$ cat src/rtl/fetch_stage.sv
// Instruction-fetch stage: owns the PC, addresses the instruction ROM and
// loads the returned word into the IF/ID pipeline register.
module fetch_stage #(
  parameter int unsigned               ADDRESS_WIDTH = 32,
  parameter int unsigned               DATA_WIDTH    = 32,
  parameter logic [ADDRESS_WIDTH-1:0]  RESET_PC      = '0,
  parameter logic [DATA_WIDTH-1:0]     NOP_INSTR     = 32'h0000_0013
) (
  input  logic                     clk_i,
  input  logic                     rst_i,
  input  logic                     stall_f_i,
  input  logic                     stall_d_i,
  input  logic                     flush_d_i,
  input  logic                     pc_src_e_i,
  input  logic [ADDRESS_WIDTH-1:0] pc_target_e_i,
  input  logic [DATA_WIDTH-1:0]    instr_i,
  output logic [ADDRESS_WIDTH-1:0] pc_f_o,
  output logic [DATA_WIDTH-1:0]    instr_d_o,
  output logic [ADDRESS_WIDTH-1:0] pc_d_o,
  output logic [ADDRESS_WIDTH-1:0] pc_plus4_d_o,
  output logic                     valid_d_o,
  output logic                     misaligned_o
);

  logic [ADDRESS_WIDTH-1:0] pc;
  logic [ADDRESS_WIDTH-1:0] pc_plus4;
  logic [ADDRESS_WIDTH-1:0] pc_next;
  logic [ADDRESS_WIDTH-1:0] target_aligned;
  logic                     target_misaligned;

  // Plain modular add: the PC wraps from the top of the address space to 0.
  assign pc_plus4          = pc + ADDRESS_WIDTH'(4);
  assign target_aligned    = {pc_target_e_i[ADDRESS_WIDTH-1:2], 2'b00};
  assign target_misaligned = |pc_target_e_i[1:0];

  // Next-PC select: redirect from Execute outranks a fetch stall.
  always_comb begin
    pc_next = pc_plus4;
    if (pc_src_e_i)     pc_next = target_aligned;
    else if (stall_f_i) pc_next = pc;
  end

  // PC register and misaligned-redirect flag; the flag only reports, the
  // fetch itself always goes to the word-aligned target.
  always_ff @(posedge clk_i) begin
    if (rst_i) begin
      pc           <= RESET_PC;
      misaligned_o <= 1'b0;
    end else begin
      pc           <= pc_next;
      misaligned_o <= pc_src_e_i & target_misaligned;
    end
  end

  // IF/ID register: flush inserts a bubble even when decode is stalled.
  always_ff @(posedge clk_i) begin
    if (rst_i || flush_d_i) begin
      instr_d_o    <= NOP_INSTR;
      pc_d_o       <= '0;
      pc_plus4_d_o <= '0;
      valid_d_o    <= 1'b0;
    end else if (!stall_d_i) begin
      instr_d_o    <= instr_i;
      pc_d_o       <= pc;
      pc_plus4_d_o <= pc_plus4;
      valid_d_o    <= 1'b1;
    end
  end

  // Memory address comes straight from the register: no input-to-PC path.
  assign pc_f_o = pc;

endmodule

$ cat config.mk
export PLATFORM = sky130hd
export DESIGN_NAME = fetch_stage
export DESIGN_NICKNAME = d
export VERILOG_FILES = /design/src/rtl/fetch_stage.sv
export SDC_FILE = /design/constraint.sdc
export NUM_CORES = 1
export LEC_CHECK = 0
export CAP_MARGIN = 20
export CORE_AREA = 4 4 117 119
export CTS_CLUSTER_SIZE = 10
export DETAILED_ROUTE_END_ITERATION = 8
export DIE_AREA = 0 0 121 123
export PLACE_DENSITY = 0.88
export SYNTH_ARGS = -nofsm -noshare
export SYNTH_HDL_FRONTEND = slang
export SYNTH_SLANG_ARGS = --single-unit
$ cat constraint.sdc
create_clock -name clk_i -period 2.8 [get_ports clk_i]
set_input_delay 0.56 -clock clk_i [delete_from_list [all_inputs] [get_ports clk_i]]
set_output_delay 0.56 -clock clk_i [all_outputs]
set_load 0.02 [all_outputs]
# Word-level counts from Yosys, hierarchy flattened
# Index checks and enable logic that the tools add are counted.
[word_totals]
inputBits = 70
ram_bits = 0
regBits = 130
latch_bits = 0
n_memories = 0
wordCells = 15
mem_bits_ro = 0
[op_classes]
bitwise = 1
n_mul = 0
reduce_logical = 3
div_mod_pow = 0
magnitude_cmp = 0
n_eq_ne = 1
shift = 0
n_mux = 2
add_sub_neg = 1
[ops]
columns = ["cell", "n"]
rows = [
  ["32-bit 2-to-1 mux", 2],
  ["32-bit by 3-bit adder with 32-bit output, second input constant", 1],
  ["2-bit OR reduction", 2],
  ["2-bit by 1-bit != test with 1-bit output, second input constant", 1],
  ["1-bit AND", 1],
  ["1-bit logical OR", 1],
]

# Longest topological paths before layout
# Gate-level depths: netlist of the first run.
[logic_depth]
ltp_word = 3
mapped_depth = 7
mapped_depth_nobuf = 5

# Worst setup path after synthesis of the first run
# OpenSTA, ideal clock, no wires.
[synth_path]
path_kind = "flip-flop to flip-flop"
start = "register pc[2] (netlist: pc_f_o[2])"
end = "register pc[22] (netlist: pc_f_o[22])"
arrival_ns = 1.996
t_required_ns = 2.667
stages_incl_launch_ff = 6
path_buffers = 0
setup_slack_ns = 0.671
period_less_slack_ns = 2.129
path_cell_list = "dfxtp_1 > ha_1 > nand4b_1 > or4_1 > o2111ai_1 > o211ai_1"
[synth_via]
elab_chain_len = 3
[synth_rtl]
columns = ["item", "line_no", "rtl"]
rows = [
  ["start: declaration", "25", "logic [ADDRESS_WIDTH-1:0] pc;"],
  ["start signal: assignment", "50", "pc <= pc_next;"],
  ["32-bit by 3-bit adder with 32-bit output", "32", "assign pc_plus4 = pc + ADDRESS_WIDTH'(4);"],
  ["32-bit 2-to-1 mux", "40", "else if (stall_f_i) pc_next = pc;"],
  ["32-bit 2-to-1 mux", "39", "if (pc_src_e_i) pc_next = target_aligned;"],
]
# Every way passes these cells. The select of a mux whose other input is x is not followed.
# A chain may end at the register's enable or synchronous reset.

# Worst setup path after layout of the first run
[layout_path]
start = "register pc[12] (netlist: pc_f_o[12])"
end = "register pc[21] (netlist: pc_f_o[21])"
# Same word-level chain as after synthesis.

==> impl_metrics.json, run 1 <==
{
  "final_nets": 874,
  "synth_top_area_share_pct": 44.0,
  "drtIter0Drc": 368,
  "switchingPower_mw": 1.18,
  "power.leakage_nw": 3.12,
  "synthTopCellsByArea": "dfxtp_1 44%, mux2i_1 11%, nor2_1 5.8%",
  "min_from": "pc_d_o[17]",
  "post_cts_resized": 0,
  "fin_crit_ns": 2.43,
  "r2r_start": "pc_f_o[12]",
  "power.total_mw": 4.86,
  "critPathKind": "flop to flop",
  "status": "finished clean",
  "crit_start": "pc_f_o[12]",
  "cp-start-kind": "flop",
  "htreeDepth": 4,
  "yosys_warnings": 0,
  "worst_slew_pin_slew_ns": 0.859,
  "synth_common_cells": "124 x dfxtp_1, 87 x nor2_1, 63 x mux2i_1",
  "crit_path_end": "pc_f_o[21]",
  "grt_pass1_wl_mm": 27.7,
  "syn_area_per_cell_sq_um": 9.05,
  "dieArea_sq_um": 14900,
  "std_cell_rows": 41,
  "postCtsSetupBuffers": 0,
  "diodes": 0,
  "cts_inserted_buffers": 17,
  "cts_root_buf": "clkbuf_16",
  "grt_max_degree": 93,
  "switching_share_pct": 24.4,
  "p_int_mw": 3.67,
  "r2r_cells": 4,
  "rsz0062_at_grt": "false",
  "fin_setup_tns_ns": 0,
  "fillCellCount": 980,
  "drtAntennaViolNets": 0,
  "drv_slew": 0,
  "reg2reg_to": "pc_f_o[21]",
  "synth_area_sq_um": 5640,
  "drtPass1Iterations": 7,
  "first_global_vias": 5372,
  "whs_ns": 0.460,
  "clock_skew_ns": 0.00698,
  "period_share_pct": 86.7,
  "cts_tree": "yes",
  "initial_core_util_pct": 44.9,
  "synth_edf_count": 0,
  "cp_data_required_time_ns": 3.12,
  "clk_pin_slew_ns": 0.05,
  "drc": 0,
  "viasPerCell": 5.59,
  "cp.arrival_ns": 2.74,
  "clock.fmax_ghz": 0.412,
  "grt_use_total_pct": 23.5,
  "setup_viol": 0,
  "cp-end-kind": "flop",
  "ios": 200,
  "yosysMostFrequentCell": "dfxtp_1",
  "layout-drive-gt1-share_pct": 8.47,
  "reg2reg_slack_ns": 0.37,
  "routedWlPerCell_um": 18.0,
  "max-slew-margin-rel_pct": 42.2,
  "syn2layout_area_growth_pct": 47.9,
  "gr-total-overflow": 0,
  "maxCapViolations": 0,
  "antenna_found_initial": 0,
  "hold_buffers": 0,
  "hp-class": "flop to flop",
  "synth-seq-cells": 124,
  "synth_top_area_cell": "dfxtp_1",
  "numPortBuffers": 193,
  "pwr-share-comb_pct": 13.5,
  "vias": 5518,
  "seq_area_frac_synth_pct": 44.0,
  "cp_max_fo": 12,
  "finalHoldViolCount": 0,
  "power.density_nw_per_um2": 582,
  "async_reset_ff_share_pct": 0,
  "die_w_um": 121,
  "place_hpwl_mm": 12.1,
  "seqPwrFrac_pct": 39.5,
  "clk_latency_ns": 0.42,
  "cts_buffer_depth": 2,
  "gp_congestion": 0.912,
  "synthFlopType": "dfxtp_1",
  "synthCells": 623,
  "irDropWorstVdd_uv": 430,
  "core_sq_um": 12600,
  "synth_cell_types": 57,
  "drt-total-wl_mm": 17.8,
  "die_y_um": 123,
  "numClockSinks": 124,
  "p_clk_share_pct": 47.0
}
[layout by cell type (no fill, tap or decap), drive strengths merged, types with 3 or more instances in the layout]
cell type      count
mux2i             63
nor2b              3
nor2              87
clkdlybuf4s50    192
nor4              14
nand3             15
xor2               4
a2111oi            6
a211oi            23
dfxtp            124
o211a              4
a21oi             24
nand2             24
xnor2             19
a311oi             7
or3                9
buf               26
o21ai             32
nand2b             3
bufinv             3
nand4             13
or4                5
nor3              23
conb               6
inv               10
clkinv             4
and4              18
clkbuf            25
[how the worst min path moves through the flow]
stage                 end  slack (ns)  cells after the start
6_report       pc_d_o[17]        0.46                      2
3_3_place_gp    valid_d_o        0.43                      2
2_1_floorplan   valid_d_o        0.52                      2
4_1_cts         valid_d_o        0.46                      2
5_1_grt         valid_d_o        0.49                      2
3_5_place_dp    valid_d_o        0.45                      2
[power by group through the flow]
stage / clock network [mW] / registers (mW) / logic [mW]
CTS: 2.31 / 1.92 / 0.653
global route: 2.39 / 1.93 / 0.698
global placement: 0 / 1.95 / 0.641
floorplan: 0 / 2.01 / 0.275
finish: 2.28 / 1.92 / 0.653
detailed placement: 0 / 1.96 / 0.648
[critical path: stages, from the launching register on]
cell	delay [ns]
dfxtp_1	0.49
nand4_2	0.43
nor4_1	0.88
a211oi_1	0.22
a2111oi_2	0.31
[sequential cells by signal, summed over array words and instances (netlist names)]
| signal | count |
|---|---|
| instr_d_o | 32 |
| misaligned_o | 1 |
| pc_d_o | 30 |
| pc_f_o | 30 |
| pc_plus4_d_o | 30 |
| valid_d_o | 1 |
[logic make-up after synthesis]
group           count (synthesis)  share of synthesized area [%]
xor+xnor                       23                           3.57
flops                         124                           44.0
fa+ha+maj                       1                          0.222
other cells                     1                         0.0665
buf+inv                        74                           5.70
compound gates                112                           13.2
mux                            63                           11.2
simple gates                  225                           22.1
[layer usage]
layer,vias to the layer above,part of all wire [%],global-route usage (%)
met1,2601,38,27.4
met3,47,8.9,7.23
li1,2598,-,-
met2,272,50,39.7
met4,0,3.1,11.3
met5,-,0,0
[stage by stage]
step | setup WS, ns | instances | cell area, sq um | util [%]
2_1_floorplan | 0.671 | 628 | 5660 | -
3_3_place_gp | 0.330 | 956 | 7730 | 61.5
3_5_place_dp | 0.211 | 956 | 7730 | 61.5
4_1_cts | 0.464 | 987 | 8340 | 66.4
5_1_grt | 0.216 | 987 | 8340 | 66.4
6_report | 0.372 | 987 | 8340 | 66.4
[cell type report]
cell class | count | area (sq um) | area share, %
Clock buffer | 25 | 505 | 6.06
Sequential cell | 124 | 2480 | 29.8
Tap cell | 172 | 215 | 2.58
Timing Repair Buffer | 218 | 2130 | 25.5
Inverter | 12 | 45.0 | 0.540
Clock inverter | 6 | 108 | 1.29
Multi-Input combinational cell | 430 | 2860 | 34.2
Power figures use the tool's default switching activity.
==> inputs of run 2 (changes only) <==
Settings changed: CTS_CLUSTER_SIZE 10 to unset, SLEW_MARGIN set to 20.
==> results of run 2 <==
No change in the layout: final DEF, timing and power equal those of run 1.
